### config.mk
export PLATFORM = sky130hd
export DESIGN_NAME = gtech_fd_pipe
export DESIGN_NICKNAME = d
export VERILOG_FILES = /design/src/rtl/gtech_fd_pkg.sv /design/src/rtl/gtech_fd_stage.sv /design/src/rtl/gtech_fd_pipe.sv
export SDC_FILE = /design/constraint.sdc
export NUM_CORES = 1
export LEC_CHECK = 0
export BUFFER_PORTS_ARGS = -buffer_cell sky130_fd_sc_hd__buf_2
export CORE_UTILIZATION = 45
export CTS_CLUSTER_SIZE = 14
export DETAILED_ROUTE_END_ITERATION = 8
export GPL_ROUTABILITY_DRIVEN = 0
export GPL_TIMING_DRIVEN = 0
export PLACE_DENSITY = 0.78
export SYNTH_ARGS = -nofsm -noshare
export SYNTH_HDL_FRONTEND = slang
export SYNTH_SLANG_ARGS = --single-unit
export TNS_END_PERCENT = 20
### constraint.sdc
create_clock -name CP -period 1.5 [get_ports CP]
set_input_delay 0.15 -clock CP [delete_from_list [all_inputs] [get_ports CP]]
set_output_delay 0.15 -clock CP [all_outputs]
set_load 0.02 [all_outputs]
### src/rtl/gtech_fd_pkg.sv
// gtech_fd_pkg
// Shared definitions for the gtech_fd_pipe elastic register pipeline.
//   FD_INIT_ONES : single bit replicated to build the all-ones default INIT value
//   occ_w()      : width of the occupancy counter for a given stage count
package gtech_fd_pkg;

    localparam logic FD_INIT_ONES = 1'b1;

    // Enough bits to count 0..depth occupied stages.
    function automatic int occ_w(input int depth);
        return $clog2(depth + 1);
    endfunction

endpackage

### src/rtl/gtech_fd_stage.sv
// gtech_fd_stage
// One slice of the elastic pipeline: a WIDTH-bit data register plus its valid bit.
// Ports:
//   clk   in   rising-edge clock
//   rst   in   synchronous active-high reset (data <- INIT, valid <- 0)
//   flush in   clears valid; data is left untouched
//   load  in   capture d and become valid (source is known valid when asserted)
//   drain in   contents move downstream this cycle; clear valid unless reloaded
//   d     in   data from the upstream source
//   q     out  registered data
//   valid out  registered valid bit
module gtech_fd_stage
    import gtech_fd_pkg::*;
#(
    parameter int               WIDTH = 8,
    parameter logic [WIDTH-1:0] INIT  = {WIDTH{FD_INIT_ONES}}
) (
    input  logic             clk,
    input  logic             rst,
    input  logic             flush,
    input  logic             load,
    input  logic             drain,
    input  logic [WIDTH-1:0] d,
    output logic [WIDTH-1:0] q,
    output logic             valid
);

    always_ff @(posedge clk) begin
        if (rst) begin
            q     <= INIT;
            valid <= 1'b0;
        end else begin
            // Data is frozen during a flush so the consumer-visible Q stays stable.
            if (load && !flush) begin
                q <= d;
            end
            if (flush) begin
                valid <= 1'b0;
            end else if (load) begin
                valid <= 1'b1;
            end else if (drain) begin
                valid <= 1'b0;
            end
        end
    end

endmodule

### src/rtl/gtech_fd_pipe.sv
// gtech_fd_pipe
// Elastic pipeline register: DEPTH stages of WIDTH-bit flops with per-stage valid
// bits, valid/ready back-pressure, bubble collapsing and a synchronous flush.
// Optional build macro: GTECH_FD_PIPE_OCC_EN adds the OCC occupancy port/counter.
// Ports:
//   CP      in   rising-edge clock
//   RST     in   synchronous active-high reset (wins over FLUSH)
//   FLUSH   in   invalidate all stages next edge; blocks input and output this cycle
//   D       in   input data
//   D_VALID in   producer has data on D
//   D_READY out  D is accepted this cycle (combinational on Q_READY)
//   Q       out  data of the last stage (shown regardless of valid)
//   QN      out  bitwise inverse of Q
//   Q_VALID out  last stage holds valid data
//   Q_READY in   consumer takes Q this cycle
//   OCC     out  number of occupied stages (GTECH_FD_PIPE_OCC_EN only)
module gtech_fd_pipe
    import gtech_fd_pkg::*;
#(
    parameter int               WIDTH = 8,
    parameter int               DEPTH = 2,
    parameter logic [WIDTH-1:0] INIT  = {WIDTH{FD_INIT_ONES}}
) (
    input  logic             CP,
    input  logic             RST,
    input  logic             FLUSH,
    input  logic [WIDTH-1:0] D,
    input  logic             D_VALID,
    output logic             D_READY,
    output logic [WIDTH-1:0] Q,
    output logic [WIDTH-1:0] QN,
    output logic             Q_VALID,
    input  logic             Q_READY
`ifdef GTECH_FD_PIPE_OCC_EN
    ,
    output logic [occ_w(DEPTH)-1:0] OCC
`endif
);

    logic [WIDTH-1:0] data [DEPTH];
    logic [DEPTH-1:0] valid;
    logic [DEPTH-1:0] stage_ready;
    logic [DEPTH-1:0] load;
    logic [DEPTH-1:0] drain;
    logic             in_xfer;

    // Ready chain: stage k can accept when it or any stage downstream of it is
    // empty, or the consumer is taking the last word. Accumulating "any empty"
    // from the output side gives the same result as the recursive chain
    // without a self-referencing vector.
    always_comb begin
        logic any_empty;
        any_empty   = 1'b0;
        stage_ready = '0;
        for (int k = DEPTH - 1; k >= 0; k--) begin
            any_empty      = any_empty | !valid[k];
            stage_ready[k] = any_empty | Q_READY;
        end
    end

    assign D_READY = stage_ready[0] & !FLUSH;
    assign in_xfer = D_VALID & D_READY;

    for (genvar k = 0; k < DEPTH; k++) begin : g_stage
        logic [WIDTH-1:0] src_data;
        logic             src_valid;

        if (k == 0) begin : g_src_in
            assign src_data  = D;
            assign src_valid = in_xfer;
        end else begin : g_src_prev
            assign src_data  = data[k-1];
            assign src_valid = valid[k-1];
        end

        if (k == DEPTH - 1) begin : g_drain_out
            assign drain[k] = valid[k] & Q_READY;
        end else begin : g_drain_mid
            assign drain[k] = valid[k] & stage_ready[k+1];
        end

        assign load[k] = src_valid & stage_ready[k];

        gtech_fd_stage #(
            .WIDTH (WIDTH),
            .INIT  (INIT)
        ) u_stage (
            .clk   (CP),
            .rst   (RST),
            .flush (FLUSH),
            .load  (load[k]),
            .drain (drain[k]),
            .d     (src_data),
            .q     (data[k]),
            .valid (valid[k])
        );
    end

    assign Q       = data[DEPTH-1];
    assign QN      = ~data[DEPTH-1];
    assign Q_VALID = valid[DEPTH-1] & !FLUSH;

`ifdef GTECH_FD_PIPE_OCC_EN
    localparam int OW = occ_w(DEPTH);

    logic          out_xfer;
    logic [OW-1:0] occ;

    assign out_xfer = Q_VALID & Q_READY;

    // Internal stage-to-stage moves never change the count; only the ends do.
    always_ff @(posedge CP) begin
        if (RST || FLUSH) begin
            occ <= '0;
        end else if (in_xfer && !out_xfer) begin
            occ <= occ + OW'(1);
        end else if (out_xfer && !in_xfer) begin
            occ <= occ - OW'(1);
        end
    end

    assign OCC = occ;
`endif

endmodule

==> run_results.csv, run 1 <==
group,metric,value,unit
place,hpwl,1.18,mm
timing,setup_viol_count_final,0,
drt,ant_nets,0,
global_route,antenna_found_initial,0,
final_layout,final_cell_mix,"29 x buf_2, 18 x dfxtp_1",
min_path,min-delay-start,"FLUSH",
timing,maxSlewViolCount,0,
floorplan,dieHeight,43.1,µm
timing,timing_hold_violations_final,0,
final_layout,final_common_cell,"buf_2",
yosys,yosysSeqAreaShare,0.474,
power_and_ir_drop,switching_share,0.244,
floorplan,core,1540,µm²
clock_tree,cts_tree,"built",
timing,relSlewSlack,0.713,
global_route,gr-total-overflow,0,
clock_tree,clock_latency,0.28,ns
final_layout,design_area,947,µm²
final_layout,layout-drive-gt1-share,0.370,
drt,wirelength,1.51,mm
clock_tree,cts_hold_buf,0,
flow_run,max_cap_viol_count,0,
clock_tree,cts_made_buffers,3,
final_layout,diodes,0,
power_and_ir_drop,p_comb_frac,0.139,
drt,routedWlPerCell,12.1,µm
global_route,grt_start_max_net_pins,11,
critical_path,cp_max_fo,10,
critical_path,crit_required,1.67,ns
drt,vias_per_cell,5.48,
final_layout,fill_cells,146,
floorplan,rows,14,
critical_path,cp.arrival,1.46,ns
global_route,grtUsageMet3,0.0255,
yosys,yosysWarnings,0,
yosys,syn_inst,76,
drt,first_iter_violations,13,
floorplan,dieWidth,43.1,µm
power_and_ir_drop,seqPwrFrac,0.600,
global_route,grtUsageTotal,0.177,
power_and_ir_drop,power.share.clock,0.260,
min_path,min_to,"g_stage[1].u_stage.valid",
critical_path,worstReg2RegEnd,"g_stage[1].u_stage.q[1]",
timing,finalClockSkew,0.000403,ns
global_route,busiest_layer,"met1",
clock_tree,clockRootBuffer,"clkbuf_4",
clock_tree,ctsHtreeMaxLevel,1,
timing,tns,0,ns
yosys,synth.distinct_cells,18,
timing,max_freq,774,MHz
yosys,syn_nets,89,
floorplan,dieArea,1860,µm²
drt,vias,679,
power_and_ir_drop,p_int,0.649,mW
yosys,syn_area,759,µm²
min_path,whs_path_depth,2,
critical_path,r2r_start,"g_stage[0].u_stage.valid",
critical_path,cp-start-kind,"register",
timing,fin_crit,1.29,ns
timing,worst_pin_slew,0.431,ns
critical_path,critPathCaptureType,"register",
clock_tree,postCtsSetupRepairBufs,0,
clock_tree,cts_num_sinks,18,
yosys,avgSynthCellArea,9.99,µm²
yosys,ys_seq_elements,18,
critical_path,rrSetupSlack,0.21,ns
drt,drc,0,
min_path,hold_path.class,"in2reg",
critical_path,reg2reg_depth,5,
floorplan,pin_count,31,
final_layout,nets,123,
place,placed_cell_area,925,µm²
clock_tree,postCtsResizedCells,0,
global_route,grt_pass1_vias,593,
run_status,outcome,"finished, final reports clean",
final_layout,area_delta_synth_final,24.7,%
yosys,synth.area.top_cells,"dfxtp_1 47%, a311o_1 11%, a211o_1 9.2%",
floorplan,start_util,0.493,
drt,firstDrtPassIters,4,
place,portBuffers,29,
power_and_ir_drop,power.density,907,nW/µm²
global_route,use_met1,0.264,
yosys,synth_top_area_cell,"dfxtp_1",
timing,rsz0062_at_grt,"false",
timing,period_share,0.861,
power_and_ir_drop,irDropWorstVdd,0.000600,V
yosys,synth.top_cell.area_share,0.474,
global_route,grt_first_pass_wirelength,2.55,mm
global_route,met2_usage,0.254,
power_and_ir_drop,cellLeakagePower,0.488,nW
clock_tree,clk_pin_slew,0.09,ns
power_and_ir_drop,switchingPower,0.210,mW
critical_path,path_class,"reg2reg",
clock_tree,clock_path_buffers,2,
[registers in the layout (all words and copies together), names as in the netlist]
| signal | count |
|---|---|
| g_stage.u_stage.q | 16 |
| g_stage.u_stage.valid | 2 |
[cell families after synthesis]
group	share of synthesized area
compound gates	0.273
buf+inv	0.105
flops	0.474
simple gates	0.147
[cells in the mapped netlist (all sizes together)]
library cell,number
buf,3
nand3b,1
nand2b,1
and3,8
a311o,8
nor2b,4
inv,8
clkbuf,3
nor3,2
nor2,1
a211o,8
nand2,1
dfxtp,18
a21oi,10
[worst max-delay path: stages (launching register included)]
cell	delay [ns]
dfxtp_1	0.40
nor2b_2	0.17
buf_6	0.13
buf_8	0.13
a21oi_2	0.05
a311o_1	0.30
[area by class of cell]
type	instances	area, µm²	share of cell area
well taps	16	20.0	0.0211
plain buffers	6	50.0	0.0528
clock buffers	3	22.5	0.0238
inverters	8	30.0	0.0317
multi-input cells	44	319	0.337
repair buffers	29	145	0.153
flip-flops and latches	18	360	0.380
[metrics by stage]
stage	std cells	hold WS, ns	power, mW	utilization	setup WS (ns)
3_3_place_gp	121	0.410	0.643	0.600	0.232
4_1_cts	124	0.115	0.870	0.614	0.196
6_report	124	0.131	0.859	0.614	0.208
5_1_grt	124	0.141	0.900	0.614	0.105
3_5_place_dp	121	0.424	0.647	0.600	0.217
2_1_floorplan	76	0.229	0.602	-	0.292
[power by group through the flow]
stage                     Sequential [mW]  Combinational [mW]  Clock (mW)
after floorplan                     0.531              0.0707           0
after global placement              0.525               0.118           0
after detailed placement            0.527               0.120           0
after CTS                           0.515               0.121       0.234
after global routing                0.518               0.132       0.250
final                               0.516               0.120       0.223
[worst max-delay path by stage]
| stage | from | end | slack (ns) | depth (start not counted) |
|---|---|---|---|---|
| 3_3_place_gp | g_stage[0].u_stage.valid | g_stage[1].u_stage.q[1] | 0.23 | 5 |
| 2_1_floorplan | g_stage[0].u_stage.valid | g_stage[1].u_stage.q[1] | 0.29 | 5 |
| 3_5_place_dp | g_stage[0].u_stage.valid | g_stage[1].u_stage.q[1] | 0.22 | 5 |
| 6_report | g_stage[0].u_stage.valid | g_stage[1].u_stage.q[1] | 0.21 | 5 |
| 5_1_grt | g_stage[0].u_stage.valid | g_stage[0].u_stage.q[3] | 0.11 | 3 |
| 4_1_cts | g_stage[0].u_stage.valid | g_stage[1].u_stage.q[1] | 0.20 | 5 |
[layer usage]
layer | wire length, µm | vias to the layer above
met1 | 750 | 308
met3 | 109 | 0
met2 | 646 | 27
met4 | 0 | 0
met5 | 0 | -
li1 | - | 344
Note: power is estimated with default switching activity, not from simulation.
==> run 2, diff against run 1 <==
--- a/config.mk
+++ b/config.mk
@@ -6,12 +6,12 @@
 export NUM_CORES = 1
 export LEC_CHECK = 0
 export BUFFER_PORTS_ARGS = -buffer_cell sky130_fd_sc_hd__buf_2
-export CORE_UTILIZATION = 45
+export CORE_UTILIZATION = 49
 export CTS_CLUSTER_SIZE = 14
 export DETAILED_ROUTE_END_ITERATION = 8
 export GPL_ROUTABILITY_DRIVEN = 0
 export GPL_TIMING_DRIVEN = 0
-export PLACE_DENSITY = 0.78
+export PLACE_DENSITY = 0.84
 export SYNTH_ARGS = -nofsm -noshare
 export SYNTH_HDL_FRONTEND = slang
 export SYNTH_SLANG_ARGS = --single-unit
==> constraint.sdc (replaced) <==
create_clock -name CP -period 1.55 [get_ports CP]
set_input_delay 0.155 -clock CP [delete_from_list [all_inputs] [get_ports CP]]
set_output_delay 0.155 -clock CP [all_outputs]
set_load 0.02 [all_outputs]
==> run_results.csv, run 2 (synthesized netlist as in run 1, its figures left out) <==
group,metric,value,unit
floorplan,rows,13,
min_path,hold_path.class,"in2reg",
timing,max_freq,768,MHz
power_and_ir_drop,irDropWorstVdd,0.000603,V
drt,routedWlPerCell,11.2,µm
final_layout,largest_reg_flops,16,
timing,tns,0,ns
timing,setup_viol_count_final,0,
place,hpwl,1.09,mm
final_layout,diodes,0,
clock_tree,ctsHtreeMaxLevel,1,
final_layout,layout-drive-gt1-share,0.376,
timing,worst_pin_slew,0.410,ns
clock_tree,postCtsResizedCells,0,
final_layout,largest-register,"g_stage.u_stage.q",
drt,drc,0,
run_status,outcome,"finished, final reports clean",
power_and_ir_drop,power.share.clock,0.313,
final_layout,reg_top3,"g_stage.u_stage.q x16, g_stage.u_stage.valid x2",
timing,timing_hold_violations_final,0,
final_layout,final_common_cell,"buf_2",
clock_tree,clk_pin_slew,0.10,ns
global_route,gr-total-overflow,0,
floorplan,dieWidth,41.4,µm
timing,relSlewSlack,0.727,
critical_path,cp-start-kind,"register",
global_route,grt_pass1_vias,477,
timing,fin_crit,1.30,ns
floorplan,pin_count,31,
clock_tree,clock_path_buffers,2,
timing,finalClockSkew,0.00542,ns
critical_path,cp.arrival,1.48,ns
global_route,busiest_layer,"met2",
drt,firstDrtPassIters,4,
global_route,grt_start_max_net_pins,11,
global_route,grt_first_pass_wirelength,2.03,mm
clock_tree,cts_made_buffers,3,
final_layout,instances_no_fill,124,
timing,holdWs,0.121,ns
flow_run,max_cap_viol_count,0,
drt,vias,655,
clock_tree,clockRootBuffer,"clkbuf_4",
floorplan,dieHeight,41.4,µm
drt,vias_per_cell,5.28,
critical_path,crit_required,1.73,ns
global_route,grtUsageMet3,0.0319,
power_and_ir_drop,power.density,931,nW/µm²
timing,maxSlewViolCount,0,
clock_tree,postCtsSetupRepairBufs,0,
place,dp.cells,120,
clock_tree,cts_hold_buf,0,
place,placed_cell_area,923,µm²
clock_tree,cts_num_sinks,18,
clock_tree,clock_latency,0.28,ns
global_route,use_met1,0.239,
drt,first_iter_violations,5,
final_layout,nets,123,
global_route,grtUsageTotal,0.185,
final_layout,final_cell_mix,"29 x buf_2, 18 x dfxtp_1",
timing,timing.final.ws_setup,0.248,ns
clock_tree,cts_tree,"built",
power_and_ir_drop,p_comb_frac,0.129,
place,portBuffers,29,
power_and_ir_drop,seqPwrFrac,0.558,
timing,period_share,0.840,
global_route,antenna_found_initial,0,
power_and_ir_drop,switchingPower,0.213,mW
drt,wirelength,1.39,mm
drt,ant_nets,0,
global_route,met2_usage,0.316,
power_and_ir_drop,switching_share,0.238,
floorplan,start_util,0.556,
place,pre_cts_slack,0.270,ns
timing,rsz0062_at_grt,"false",
final_layout,design_area,960,µm²
floorplan,dieArea,1710,µm²
critical_path,cp_max_fo,10,
critical_path,critPathCaptureType,"register",
power_and_ir_drop,p_int,0.681,mW
power_and_ir_drop,cellLeakagePower,0.495,nW
floorplan,core,1370,µm²
critical_path,path_class,"reg2reg",
final_layout,area_delta_synth_final,26.4,%
## run 2: cell count changes in the layout (fill, tap and decap cells not counted)
cell      change
clkbuf_8      +1
## run 2: final cells by class
class | count | area, µm²
Tap cell | 15 | 18.8
Buffer | 6 | 50.0
Multi-Input combinational cell | 44 | 319
Fill cell | 116 | 407
Inverter | 8 | 30.0
Clock buffer | 4 | 36.3
Sequential cell | 18 | 360
Timing Repair Buffer | 29 | 145
## run 2: per-stage QoR
step / power, mW / utilization
floorplan: 0.583 / -
global placement: 0.621 / 0.676
detailed placement: 0.625 / 0.676
CTS: 0.897 / 0.702
global route: 0.942 / 0.702
finish: 0.894 / 0.702
## run 2: power by group through the flow
stage / Sequential [mW] / Combinational (mW) / Clock (mW)
global route: 0.501 / 0.128 / 0.312
finish: 0.499 / 0.115 / 0.280
detailed placement: 0.509 / 0.116 / 0
floorplan: 0.514 / 0.0684 / 0
CTS: 0.498 / 0.116 / 0.283
global placement: 0.508 / 0.113 / 0
## run 2: metal layers
layer,wire [µm],part of all wire
met5,0,0
met4,5,0.0036
met3,74,0.053
met2,593,0.43
met1,713,0.51
## run 2: path summary, 6_finish.rpt
| path | start | end | slack (ns) | cells past startpoint |
|---|---|---|---|---|
| setup reg to reg | g_stage[0].u_stage.valid | g_stage[1].u_stage.q[1] | 0.25 | 5 |
| hold / removal | FLUSH | g_stage[1].u_stage.valid | 0.12 | 2 |
| hold reg to reg | g_stage[0].u_stage.q[2] | g_stage[0].u_stage.q[2] | 0.48 | 1 |
| setup / recovery | g_stage[0].u_stage.valid | g_stage[1].u_stage.q[1] | 0.25 | 5 |
## run 2: worst max-delay path, stage by stage, from the launching register on
cell and delay, ns:
dfxtp_1 0.41, nor2b_2 0.17, buf_6 0.13, buf_8 0.13, a21oi_2 0.05, a311o_1 0.30
==> run 3, diff against run 2 <==
--- a/config.mk
+++ b/config.mk
@@ -5,13 +5,14 @@
 export SDC_FILE = /design/constraint.sdc
 export NUM_CORES = 1
 export LEC_CHECK = 0
+export ABC_AREA = 1
 export BUFFER_PORTS_ARGS = -buffer_cell sky130_fd_sc_hd__buf_2
-export CORE_UTILIZATION = 49
+export CORE_UTILIZATION = 44
 export CTS_CLUSTER_SIZE = 14
 export DETAILED_ROUTE_END_ITERATION = 8
 export GPL_ROUTABILITY_DRIVEN = 0
 export GPL_TIMING_DRIVEN = 0
-export PLACE_DENSITY = 0.84
+export PLACE_DENSITY = 0.78
 export SYNTH_ARGS = -nofsm -noshare
 export SYNTH_HDL_FRONTEND = slang
 export SYNTH_SLANG_ARGS = --single-unit
==> constraint.sdc (replaced) <==
create_clock -name CP -period 1.3 [get_ports CP]
set_input_delay 0.13 -clock CP [delete_from_list [all_inputs] [get_ports CP]]
set_output_delay 0.13 -clock CP [all_outputs]
set_load 0.02 [all_outputs]
==> run_results.csv, run 3 <==
group,metric,value,unit
run_status,outcome,"finished, final reports clean",
critical_path,crit_chain,"inv_1 -> nor2_1 -> buf_2",
yosys,avgSynthCellArea,7.95,µm²
critical_path,crit_required,1.17,ns
power_and_ir_drop,irDropWorstVdd,0.000566,V
place,placed_cell_area,888,µm²
final_layout,final_common_cell,"buf_2",
yosys,yosysSeqAreaShare,0.498,
flow_run,max_cap_viol_count,0,
final_layout,instances_no_fill,140,
critical_path,cp-start-kind,"register",
clock_tree,postCtsResizedCells,0,
final_layout,diodes,0,
yosys,synth_ff_type,"dfxtp_1",
timing,rsz0062_at_grt,"false",
global_route,busiest_layer,"met2",
yosys,synth_top_area_cell,"dfxtp_1",
drt,routedWlPerCell,10.1,µm
final_layout,area_delta_synth_final,27.9,%
place,portBuffers,29,
drt,firstDrtPassIters,4,
floorplan,start_util,0.475,
yosys,yosysWarnings,0,
yosys,synth.area.top_cells,"dfxtp_1 50%, nand3_1 17%, nand2_1 8.8%",
timing,relSlewSlack,0.716,
floorplan,dieArea,1810,µm²
yosys,syn_area,723,µm²
power_and_ir_drop,cellLeakagePower,0.525,nW
place,dp.cells,136,
timing,worst_pin_slew,0.427,ns
floorplan,rows,14,
floorplan,pin_count,31,
critical_path,critPathCaptureType,"output port",
clock_tree,cts_tree,"built",
yosys,ys_async_sr_fraction,0,
timing,fin_crit,1.13,ns
global_route,grt_pass1_vias,583,
final_layout,nets,138,
drt,vias_per_cell,5.06,
yosys,synth.distinct_cells,16,
critical_path,cpMaxStageDelayCell,"dfxtp_1",
drt,drc,0,
global_route,gr-total-overflow,0,
drt,wirelength,1.41,mm
min_path,hold_path.class,"in2reg",
clock_tree,cts_num_sinks,18,
yosys,syn_inst,91,
critical_path,crit_family,"flip-flops",
yosys,synth_edf_count,0,
clock_tree,clock_path_buffers,2,
drt,vias,709,
timing,finalClockSkew,0.00143,ns
clock_tree,clock_latency,0.29,ns
global_route,grt_first_pass_wirelength,2.51,mm
clock_tree,ctsHtreeMaxLevel,1,
yosys,syn_nets,104,
global_route,grt_start_max_net_pins,11,
floorplan,dieHeight,42.5,µm
final_layout,largest-register,"g_stage.u_stage.q",
floorplan,dieWidth,42.5,µm
final_layout,final_cell_mix,"30 x buf_2, 24 x nand3_1, 18 x dfxtp_1, 17 x nand2_1, 11 x inv_1",
timing,timing_hold_violations_final,0,
clock_tree,cts_hold_buf,0,
clock_tree,clk_pin_slew,0.10,ns
final_layout,largest_reg_flops,16,
critical_path,cp.arrival,1.00,ns
power_and_ir_drop,power.density,1130,nW/µm²
timing,period_share,0.870,
drt,ant_nets,0,
timing,tns,0,ns
power_and_ir_drop,power,1.04,mW
critical_path,path_buf_inv,2,
global_route,antenna_found_initial,0,
clock_tree,cts_made_buffers,3,
timing,maxSlewViolCount,0,
clock_tree,clockRootBuffer,"clkbuf_4",
critical_path,cp_slowest_stage_delay,0.41,ns
global_route,grtUsageMet3,0.0259,
yosys,synth.top_cell.area_share,0.498,
place,hpwl,1.06,mm
final_layout,reg_top3,"g_stage.u_stage.q x16, g_stage.u_stage.valid x2",
global_route,met2_usage,0.311,
final_layout,design_area,925,µm²
floorplan,core,1520,µm²
timing,max_freq,885,MHz
yosys,yosys-top-cells-count,"24 x nand3_1, 18 x dfxtp_1, 17 x nand2_1, 11 x inv_1, 8 x nand4_1",
final_layout,layout-drive-gt1-share,0.323,
critical_path,path_class,"reg2out",
drt,first_iter_violations,6,
global_route,grtUsageTotal,0.179,
global_route,use_met1,0.225,
yosys,synth.most_common_cell,"nand3_1",
clock_tree,postCtsSetupRepairBufs,0,
timing,setup_viol_count_final,0,
yosys,ys_seq_elements,18,
critical_path,cp_max_fo,4,
## run 3: cell types whose count changed in the layout (fill, tap and decap cells not counted), moves of 3 or more
cell     change
nand3_1     +24
nand2_1     +16
a211o_1      -8
a311o_1      -8
and3_1       -8
nand4_1      +8
a21oi_1      -6
inv_1        +3
## run 3: power breakdown
| part | internal (mW) | switching [mW] | total [mW] |
|---|---|---|---|
| sequential | 0.575 | 0.0129 | 0.588 |
| combinational | 0.0437 | 0.0702 | 0.114 |
| clock | 0.170 | 0.169 | 0.339 |
## run 3: worst paths after layout
path | startpoint | end | slack (ns) | cells past startpoint
hold / removal | D[2] | g_stage[0].u_stage.q[2] | 0.09 | 3
setup reg to reg | g_stage[0].u_stage.valid | g_stage[1].u_stage.q[1] | 0.22 | 5
setup / recovery | g_stage[1].u_stage.valid | Q_VALID | 0.17 | 3
hold reg to reg | g_stage[0].u_stage.q[2] | g_stage[0].u_stage.q[2] | 0.47 | 2
## run 3: worst register-to-register path, delay by kind of cell, from the launching register on
kind | cells | cell delay, ns
buffers and inverters | 1 | 0.09
and+or+nand+nor | 4 | 0.49
DFF | 1 | 0.37
## run 3: layout make-up
cell class                 count  area [µm²]
buffer                         2        8.76
clock buffer                   4        36.3
fill                         151         599
inverter                      13        48.8
multi-input combinational     58         305
sequential                    18         360
tap                           16        20.0
timing repair buffer          29         145
## run 3: stage by stage
stage / setup WS, ns / hold slack [ns] / util
final: 0.170 / 0.0901 / 0.607
after global routing: 0.0733 / 0.107 / 0.607
after CTS: 0.166 / 0.0941 / 0.607
after detailed placement: 0.218 / 0.394 / 0.583
after global placement: 0.230 / 0.390 / 0.583
after floorplan: 0.358 / 0.301 / -
## run 3: cells by family after synthesis
group | after synthesis | share of synthesized area
and+or+nand+nor | 55 | 0.400
DFF | 18 | 0.498
buffers and inverters | 15 | 0.0796
AOI/OAI and AO/OA | 3 | 0.0225
## run 3: routing by layer
layer / part of all wire / vias up
li1: - / 377
met3: 0.056 / 5
met5: 0 / -
met4: 0.015 / 0
met2: 0.49 / 27
met1: 0.44 / 300
